### src/rtl/spin_chunk_streamer.sv
// Pops one spin vector from the spin FIFO and streams it as NUM_CHUNKS chunks,
// LSB chunk first, with back-to-back spins overlapping the last chunk transfer.
module spin_chunk_streamer #(
  parameter int DATASPIN    = 256,
  parameter int CHUNK_WIDTH = 32,
  parameter int NUM_CHUNKS  = DATASPIN / CHUNK_WIDTH,
  parameter int CNT_W       = (NUM_CHUNKS > 1) ? $clog2(NUM_CHUNKS) : 1
) (
  input  logic                   clk_i,
  input  logic                   rst_i,
  input  logic                   en_i,
  input  logic                   flush_i,
  input  logic                   spin_valid_i,
  input  logic [DATASPIN-1:0]    spin_i,
  output logic                   spin_ready_o,
  output logic                   chunk_valid_o,
  output logic [CHUNK_WIDTH-1:0] chunk_o,
  output logic [CNT_W-1:0]       chunk_idx_o,
  output logic                   chunk_last_o,
  input  logic                   chunk_ready_i,
  output logic                   busy_o,
  output logic [15:0]            spin_count_o
);

  if (DATASPIN % CHUNK_WIDTH != 0) begin : g_bad_width
    $error("DATASPIN must be a multiple of CHUNK_WIDTH");
  end

  typedef enum logic {IDLE, STREAM} state_e;

  state_e              state_q, state_d;
  logic [DATASPIN-1:0] shadow_q, shadow_d;
  logic [CNT_W-1:0]    idx_q, idx_d;
  logic [15:0]         spin_count_q, spin_count_d;

  logic is_last;
  logic xfer;
  logic accept;

  // Handshakes: a spin moves when spin_valid_i & spin_ready_o, a chunk moves
  // when chunk_valid_o & chunk_ready_i; valid never depends on ready.
  assign is_last       = (idx_q == CNT_W'(NUM_CHUNKS - 1));
  assign busy_o        = (state_q == STREAM);
  assign chunk_valid_o = busy_o;
  assign chunk_last_o  = busy_o & is_last;
  assign chunk_idx_o   = idx_q;
  assign chunk_o       = shadow_q[int'(idx_q) * CHUNK_WIDTH +: CHUNK_WIDTH];
  assign spin_count_o  = spin_count_q;
  assign xfer          = chunk_valid_o & chunk_ready_i;

  // The STREAM term lets the next spin be popped on the last-chunk edge.
  assign spin_ready_o = ~rst_i & en_i & ~flush_i &
                        ((state_q == IDLE) | (chunk_last_o & chunk_ready_i));
  assign accept       = spin_valid_i & spin_ready_o;

  always_comb begin
    state_d      = state_q;
    shadow_d     = shadow_q;
    idx_d        = idx_q;
    spin_count_d = spin_count_q;
    if (flush_i) begin
      state_d = IDLE;
      idx_d   = '0;
    end else begin
      case (state_q)
        IDLE: begin
          if (accept) begin
            shadow_d = spin_i;
            idx_d    = '0;
            state_d  = STREAM;
          end
        end
        STREAM: begin
          if (xfer) begin
            if (!is_last) begin
              idx_d = idx_q + CNT_W'(1);
            end else begin
              spin_count_d = spin_count_q + 16'd1;
              idx_d        = '0;
              if (accept) begin
                shadow_d = spin_i;
              end else begin
                state_d = IDLE;
              end
            end
          end
        end
        default: state_d = IDLE;
      endcase
    end
  end

  always_ff @(posedge clk_i or posedge rst_i) begin
    if (rst_i) begin
      state_q      <= IDLE;
      shadow_q     <= '0;
      idx_q        <= '0;
      spin_count_q <= '0;
    end else begin
      state_q      <= state_d;
      shadow_q     <= shadow_d;
      idx_q        <= idx_d;
      spin_count_q <= spin_count_d;
    end
  end

endmodule
### config.mk
export PLATFORM = sky130hd
export DESIGN_NAME = spin_chunk_streamer
export DESIGN_NICKNAME = d
export VERILOG_FILES = /design/src/rtl/spin_chunk_streamer.sv
export SDC_FILE = /design/constraint.sdc
export NUM_CORES = 1
export LEC_CHECK = 0
export BUFFER_PORTS_ARGS = -buffer_cell sky130_fd_sc_hd__buf_2
export CORE_MARGIN = 10
export CORE_UTILIZATION = 55
export CTS_CLUSTER_DIAMETER = 150
export CTS_CLUSTER_SIZE = 12
export DETAILED_ROUTE_END_ITERATION = 8
export GPL_TIMING_DRIVEN = 0
export PLACE_DENSITY = 0.9
export SLEW_MARGIN = 30
export SYNTH_ARGS = -nofsm -noshare
export SYNTH_HDL_FRONTEND = slang
export SYNTH_SLANG_ARGS = --single-unit
### constraint.sdc
create_clock -name clk_i -period 21.7 [get_ports clk_i]
set_input_delay 1.085 -clock clk_i [delete_from_list [all_inputs] [get_ports clk_i]]
set_output_delay 1.085 -clock clk_i [all_outputs]
set_load 0.1 [all_outputs]
==> impl_metrics.env, run 1 <==
export IMPL_post_cts_setup_buffers=0
export IMPL_relSlewSlack=0.413
export IMPL_synth_simple_area_share=0.0177
export IMPL_vdd_ir_drop_max_mv=0.0723
export IMPL_timing_final_crit_share=0.203
export IMPL_syn_nets=1006
export IMPL_groute_layer_met3_usage=0.0763
export IMPL_async_set_reset_flop_share_out_of_synthesis=1.00
export IMPL_preCtsSetupSlack_ps=17300
export IMPL_grt_use_met2=0.400
export IMPL_synth_edff_count=0
export IMPL_yosys_register_bits=276
export IMPL_final_util=0.685
export IMPL_critical_path_top_delay_family="buffers and inverters"
export IMPL_grt_overflow_total=0
export IMPL_totalNegativeSetupSlack_ps=0
export IMPL_root_buffer="sky130_fd_sc_hd__clkbuf_16"
export IMPL_grt_setup_unrepaired="false"
export IMPL_worst_ep_arrival_time_ps=3310
export IMPL_vias_per_cell=5.82
export IMPL_clock_skew_final_ps=24.0
export IMPL_detailed_place_hpwl_um=26100
export IMPL_worstReg2RegEnd="shadow_q[112]$_DFFE_PP0P_"
export IMPL_fp_dieArea_um2=28800
export IMPL_timing_hold_ws_ps=483
export IMPL_post_synth_xor_area_fraction=0.0107
export IMPL_mostFrequentLayoutCells="328 x sky130_fd_sc_hd__buf_2, 276 x sky130_fd_sc_hd__dfrtp_1, 267 x sky130_fd_sc_hd__mux2_2"
export IMPL_dp_cells=1340
export IMPL_clock_tree_htree_level_count=1
export IMPL_flop_to_flop_setup_slack_ps=19120
export IMPL_synthesis_instances=741
export IMPL_hp_class="flip-flop to flip-flop"
export IMPL_timing_critical_path_slowest_stage_cell="sky130_fd_sc_hd__buf_2"
export IMPL_die_width_um=170
export IMPL_finalWorstSetupSlack_ps=17310
export IMPL_total_leakage_power_nw=6.85
export IMPL_final_max_slew_viol_count=0
export IMPL_yosys_area_share_adder=0.00305
export IMPL_synth_cell_type_count=28
export IMPL_syn_mean_instance_area_um2=16.6
export IMPL_detail_route_wirelength_um=34700
export IMPL_main_combinational_cell_family_by_area_after_synthesis="multiplexers"
export IMPL_drv_cap=0
export IMPL_power_density_nw_per_um2=94.9
export IMPL_power_total_mw=1.43
export IMPL_num_vias=7993
export IMPL_r2r_cells=7
export IMPL_maximum_fanout_along_the_worst_path=92
export IMPL_hold_path_depth=1
export IMPL_number_of_antenna_violations_at_the_first_check_in_global_routing=11
export IMPL_flow_area_growth_from_synthesis_pct=22.0
export IMPL_worst_setup_path_start_kind="input port"
export IMPL_postRouteAntennaNets=0
export IMPL_worstSetupStartpoint="rst_i"
export IMPL_synth_area_mux_share=0.380
export IMPL_report_final_setup_viol=0
export IMPL_clock_latency_ps=530
export IMPL_cts_hold_buf=0
export IMPL_drive_above_1_share=0.660
export IMPL_timing_critical_path_cells="buf_2, inv_8, buf_16, buf_16, nand2_1, nor3_1, buf_2"
export IMPL_synth_area_um2=12300
export IMPL_busiest_layer="met2"
export IMPL_layout_cell_area_excl_fill_um2=15000
export IMPL_cts_tree="built"
export IMPL_worst_setup_path_category="input port to output port"
export IMPL_use_met1=0.291
export IMPL_io_buffer_count=316
export IMPL_cp_num_buf_inv=5
export IMPL_drc=0
export IMPL_postSynth_topFlopCell="sky130_fd_sc_hd__dfrtp_1"
export IMPL_postPlaceCellArea_um2=14300
export IMPL_cts_clk_slew_worst_paths_ps=60
export IMPL_worst_setup_path_end_kind="output port"
export IMPL_cp_slowest_stage_delay_ps=500
export IMPL_final_fill_count=1506
export IMPL_wl_per_cell_um=25.3
export IMPL_timing_hold_violations_final=0
export IMPL_grt_start_max_net_pins=93
export IMPL_max_freq_ghz=0.228
export IMPL_cts_resized=0
export IMPL_worst_setup_path_endpoint="spin_ready_o"
export IMPL_finish_cell_count_without_fillers=1373
export IMPL_die_height_um=170
export IMPL_core_um2=22000
export IMPL_core_rowCount=54
export IMPL_initial_utilization=0.561
export IMPL_nets=1353
export IMPL_drt_pass1_iterations=4
export IMPL_fin_crit_ps=4390
export IMPL_stages_on_worst_setup_path=7
export IMPL_grt_util_all_layers=0.239
export IMPL_synth_yosys_warnings=0
export IMPL_place_gp_congestion=0.864
export IMPL_tritoncts_num_buffers=26
export IMPL_design_portCount=317
export IMPL_cts_buffer_depth=3
export IMPL_worstReg2RegStart="chunk_idx_o[0]$_DFFE_PP0P_"
export IMPL_grt_pass1_vias=9089
export IMPL_synthesized_area_fraction_occupied_by_ao_oa_aoi_and_oai_cells=0.00335
export IMPL_timing_worst_slew_pin_value_ps=881
export IMPL_clock_sink_count=276
export IMPL_run_status="completed"
export IMPL_dr_first_iter_drc_count=521
export IMPL_worst_endpoint_required_time_ps=20610
export IMPL_most_common_cell_after_layout_fill_and_taps_aside="sky130_fd_sc_hd__buf_2"
export IMPL_grt_first_pass_wirelength_um=52800
export IMPL_seq_area_frac_synth=0.561
export IMPL_multi_input_gate_area_um2=5110
export IMPL_seqCellArea_um2=6910
-- cell families after synthesis --
kind of cell               after synthesis
muxes                                  352
DFF                                    276
buffers and inverters                   52
and+or+nand+nor                         37
xor gates and xnor gates                15
AOI/OAI and AO/OA                        6
adders and majority gates                3
-- routing by layer --
metal,vias up,part of all wire,wire length (um)
li1,3434,-,-
met3,68,0.081,2820
met1,4163,0.40,13800
met2,316,0.49,17100
met4,12,0.028,969
met5,-,0.0024,82
-- Yosys cell counts, drive strengths merged (2+ instances only) --
cell type / instances / area (um^2)
and3: 4 / 25.0
nor3: 4 / 20.0
xnor2: 11 / 96.3
clkbuf: 11 / 41.3
buf: 36 / 240
inv: 5 / 18.8
nand3: 7 / 35.0
mux4: 64 / 1440
nand2: 12 / 45.0
mux2: 288 / 3240
xor2: 4 / 35.0
a21oi: 3 / 15.0
nor3b: 2 / 15.0
ha: 3 / 37.5
dfrtp: 276 / 6910
-- power breakdown --
group	internal (mW)	switching (mW)
clock	0.217	0.179
combinational	0.157	0.190
sequential	0.625	0.0577
-- worst min path at each step --
stage | start | to | slack (ps)
floorplan | shadow_q[64]$_DFFE_PP0P_ | shadow_q[64]$_DFFE_PP0P_ | 450
global placement | spin_count_o[15]$_DFFE_PP0P_ | spin_count_o[15]$_DFFE_PP0P_ | 460
detailed placement | shadow_q[70]$_DFFE_PP0P_ | shadow_q[70]$_DFFE_PP0P_ | 470
CTS | shadow_q[70]$_DFFE_PP0P_ | shadow_q[70]$_DFFE_PP0P_ | 480
global route | shadow_q[70]$_DFFE_PP0P_ | shadow_q[70]$_DFFE_PP0P_ | 500
finish | shadow_q[73]$_DFFE_PP0P_ | shadow_q[73]$_DFFE_PP0P_ | 480
-- registers in the layout (all words and copies together), names as in the netlist --
register	flops
busy_o	1
chunk_idx_o	3
shadow_q	256
spin_count_o	16
-- cell type report --
| class | instances | area share |
|---|---|---|
| repair buffers | 319 | 0.111 |
| diodes | 6 | 0.000999 |
| inverters | 5 | 0.00175 |
| plain buffers | 47 | 0.0187 |
| clock buffers | 27 | 0.0449 |
| multi-input cells | 413 | 0.340 |
| well taps | 280 | 0.0233 |
| flip-flops and latches | 276 | 0.459 |
Note: power is estimated with default switching activity, not from simulation.
==> run 2, diff against run 1 <==
--- a/config.mk
+++ b/config.mk
@@ -5,14 +5,15 @@
 export SDC_FILE = /design/constraint.sdc
 export NUM_CORES = 1
 export LEC_CHECK = 0
+export ABC_AREA = 1
 export BUFFER_PORTS_ARGS = -buffer_cell sky130_fd_sc_hd__buf_2
 export CORE_MARGIN = 10
-export CORE_UTILIZATION = 55
+export CORE_UTILIZATION = 49
 export CTS_CLUSTER_DIAMETER = 150
 export CTS_CLUSTER_SIZE = 12
 export DETAILED_ROUTE_END_ITERATION = 8
 export GPL_TIMING_DRIVEN = 0
-export PLACE_DENSITY = 0.9
+export PLACE_DENSITY = 0.85
 export SLEW_MARGIN = 30
 export SYNTH_ARGS = -nofsm -noshare
 export SYNTH_HDL_FRONTEND = slang
==> constraint.sdc (replaced) <==
create_clock -name clk_i -period 3.65 [get_ports clk_i]
set_input_delay 0.1825 -clock clk_i [delete_from_list [all_inputs] [get_ports clk_i]]
set_output_delay 0.1825 -clock clk_i [all_outputs]
set_load 0.1 [all_outputs]
==> run 2 against run 1 <==
  * Area after synthesis is 4.7% higher
  * Non-clock buffer count is 318 higher
  * Critical path type is now flip-flop to output port
  * Cell count up 93%
  * Register-to-register slack lost 18000 ps
  * Die area up 15%
  * Synthesized cell count is 130% higher
  * Power grew to 5.9 times the previous value
  * Critical endpoint is now chunk_o[16]
  * First-iteration DRC count rose to 3.1 times the previous value
==> impl_metrics.env, run 2 <==
export IMPL_run_status="completed"
export IMPL_report_final_setup_viol=0
export IMPL_design_portCount=317
export IMPL_initial_utilization=0.496
export IMPL_worst_ep_arrival_time_ps=3200
export IMPL_relSlewSlack=0.584
export IMPL_mostFrequentLayoutCells="913 x sky130_fd_sc_hd__nand2_1, 347 x sky130_fd_sc_hd__buf_2, 276 x sky130_fd_sc_hd__dfrtp_1"
export IMPL_die_height_um=182
export IMPL_root_buffer="sky130_fd_sc_hd__clkbuf_16"
export IMPL_flow_area_growth_from_synthesis_pct=41.7
export IMPL_cts_clk_slew_worst_paths_ps=60
export IMPL_cts_buffer_depth=3
export IMPL_fp_dieArea_um2=33200
export IMPL_grt_util_all_layers=0.324
export IMPL_finish_cell_count_without_fillers=2644
export IMPL_netlist_area_leader_share=0.536
export IMPL_io_buffer_count=316
export IMPL_post_cts_setup_buffers=0
export IMPL_largest_register="shadow_q"
export IMPL_worstHoldEndpoint="chunk_idx_o[1]$_DFFE_PP0P_"
export IMPL_largest_reg_flops=256
export IMPL_core_rowCount=59
export IMPL_grt_setup_unrepaired="false"
export IMPL_drv_cap=0
export IMPL_worst_setup_path_end_kind="output port"
export IMPL_clock_skew_final_ps=11.7
export IMPL_drive_above_1_share=0.178
export IMPL_num_vias=14668
export IMPL_wl_per_cell_um=20.9
export IMPL_nets=2566
export IMPL_fin_crit_ps=3380
export IMPL_netlist_top_cell_by_area="sky130_fd_sc_hd__dfrtp_1"
export IMPL_vias_per_cell=5.55
export IMPL_detailed_place_hpwl_um=34500
export IMPL_drt_pass1_iterations=6
export IMPL_drc=0
export IMPL_core_um2=26000
export IMPL_tritoncts_num_buffers=26
export IMPL_cts_tree="built"
export IMPL_hp_start="spin_valid_i"
export IMPL_max_freq_ghz=0.295
export IMPL_worst_setup_path_category="flip-flop to output port"
export IMPL_clock_sink_count=276
export IMPL_clock_latency_ps=540
export IMPL_postRouteAntennaNets=0
export IMPL_syn_mean_instance_area_um2=7.61
export IMPL_vdd_ir_drop_max_mv=0.422
export IMPL_postSynth_topFlopCell="sky130_fd_sc_hd__dfrtp_1"
export IMPL_seq_area_frac_synth=0.536
export IMPL_syn_nets=1959
export IMPL_r2r_cells=11
export IMPL_timing_final_crit_share=0.927
export IMPL_power_density_nw_per_um2=464
export IMPL_die_width_um=182
export IMPL_total_leakage_power_nw=9.85
export IMPL_maximum_fanout_along_the_worst_path=10
export IMPL_worstReg2RegEnd="shadow_q[248]$_DFFE_PP0P_"
export IMPL_detail_route_wirelength_um=55300
export IMPL_synth_yosys_warnings=0
export IMPL_yosys_register_bits=276
export IMPL_synthTopCellsByCount="913 x sky130_fd_sc_hd__nand2_1, 276 x sky130_fd_sc_hd__dfrtp_1, 149 x sky130_fd_sc_hd__nor2_1"
export IMPL_synthesis_instances=1694
export IMPL_async_set_reset_flop_share_out_of_synthesis=1.00
export IMPL_finalWorstSetupSlack_ps=265
export IMPL_timing_hold_violations_final=0
export IMPL_worstReg2RegStart="chunk_idx_o[0]$_DFFE_PP0P_"
export IMPL_yosysMostFrequentCell="sky130_fd_sc_hd__nand2_1"
export IMPL_grt_pass1_vias=15249
export IMPL_hold_path_depth=4
export IMPL_grt_overflow_total=0
export IMPL_flop_to_flop_setup_slack_ps=1130
export IMPL_worst_endpoint_required_time_ps=3470
export IMPL_synth_edff_count=0
export IMPL_timing_worst_slew_pin_value_ps=623
export IMPL_dr_first_iter_drc_count=1637
export IMPL_worst_setup_path_start_kind="flip-flop"
export IMPL_synth_cell_type_count=25
export IMPL_hp_class="input port to flip-flop"
export IMPL_most_common_cell_after_layout_fill_and_taps_aside="sky130_fd_sc_hd__nand2_1"
export IMPL_synth_area_um2=12900
export IMPL_grt_start_max_net_pins=119
export IMPL_final_max_slew_viol_count=0
export IMPL_preCtsSetupSlack_ps=694
export IMPL_power_total_mw=8.48
export IMPL_dp_cells=2347
export IMPL_number_of_antenna_violations_at_the_first_check_in_global_routing=7
export IMPL_area_contributors_post_synth="sky130_fd_sc_hd__dfrtp_1 54%, sky130_fd_sc_hd__nand2_1 27%, sky130_fd_sc_hd__o21ai_0 5.0%"
export IMPL_clock_tree_htree_level_count=1
export IMPL_grt_first_pass_wirelength_um=85600
export IMPL_place_gp_congestion=0.928
[run 2: changes by cell type in the layout (fill, tap and decap cells not counted), sizes merged, moves of 130 or more]
cell	before	now
nand2	12	915
mux2	288	0
dlygate4sd3	0	261
nor2	1	150
o21ai	0	130
[run 2: layer usage]
metal | routed length, um | global-route usage | part of all wire | vias to the layer above
met5 | 13 | 0 | 0.00023 | -
met4 | 3140 | 0.165 | 0.057 | 2
met1 | 20700 | 0.389 | 0.37 | 6853
met3 | 5080 | 0.0688 | 0.092 | 252
met2 | 26400 | 0.541 | 0.48 | 1051
li1 | - | - | - | 6510
[run 2: metrics by stage]
stage	cell area [um^2]	hold WS, ps	util	TNS (ps)
final	18300	129	0.703	0
after global routing	18300	139	0.703	0
after CTS	18300	102	0.703	0
after detailed placement	15000	183	0.576	0
after global placement	14900	376	0.573	-117790
after floorplan	12900	292	-	0
[run 2: worst max path at each step]
stage	cells past startpoint	slack, ps	startpoint	to
after floorplan	10	190	rst_i	shadow_q[103]$_DFFE_PP0P_
after detailed placement	14	690	rst_i	shadow_q[132]$_DFFE_PP0P_
after global routing	8	130	chunk_idx_o[0]$_DFFE_PP0P_	chunk_o[16]
final	8	270	chunk_idx_o[0]$_DFFE_PP0P_	chunk_o[16]
after CTS	8	350	chunk_idx_o[0]$_DFFE_PP0P_	chunk_o[16]
after global placement	12	-570	rst_i	shadow_q[122]$_DFFE_PP0P_
[run 2: timing repair]
action,4_1_cts,5_1_grt
endpoints found under the hold margin,306,0
gates resized for setup,0,0
hold buffers,261,0
[run 2: layout make-up]
class,count,area [um^2]
well taps,335,419
inverters,23,104
flip-flops and latches,276,6910
fillers,1856,7710
multi-input cells,1290,5280
diodes,9,22.5
plain buffers,105,621
repair buffers,579,4250
clock buffers,27,676
[run 2: worst max-delay path, stage by stage (launching register included)]
cell	delay, ps
sky130_fd_sc_hd__dfrtp_1	540
sky130_fd_sc_hd__inv_1	120
sky130_fd_sc_hd__buf_2	300
sky130_fd_sc_hd__clkbuf_1	420
sky130_fd_sc_hd__o21ai_0	180
sky130_fd_sc_hd__o22ai_1	270
sky130_fd_sc_hd__nand2_1	200
sky130_fd_sc_hd__nand2_1	180
sky130_fd_sc_hd__buf_2	450
[run 2: where the power goes]
part           total, mW  switching, mW  internal, mW
Sequential          3.93          0.338          3.59
Clock               2.43           1.14          1.29
Combinational       2.12           1.41         0.709
Total               8.48           2.89          5.59
[run 2: logic make-up after synthesis]
kind of cell / Yosys count / synth area share
AO/OA/AOI/OAI: 196 / 0.0825
AND/OR/NAND/NOR: 1084 / 0.319
buffers and inverters: 128 / 0.0549
adder cells (fa/ha/maj): 3 / 0.00291
flip-flops: 276 / 0.536
XOR/XNOR: 7 / 0.00475
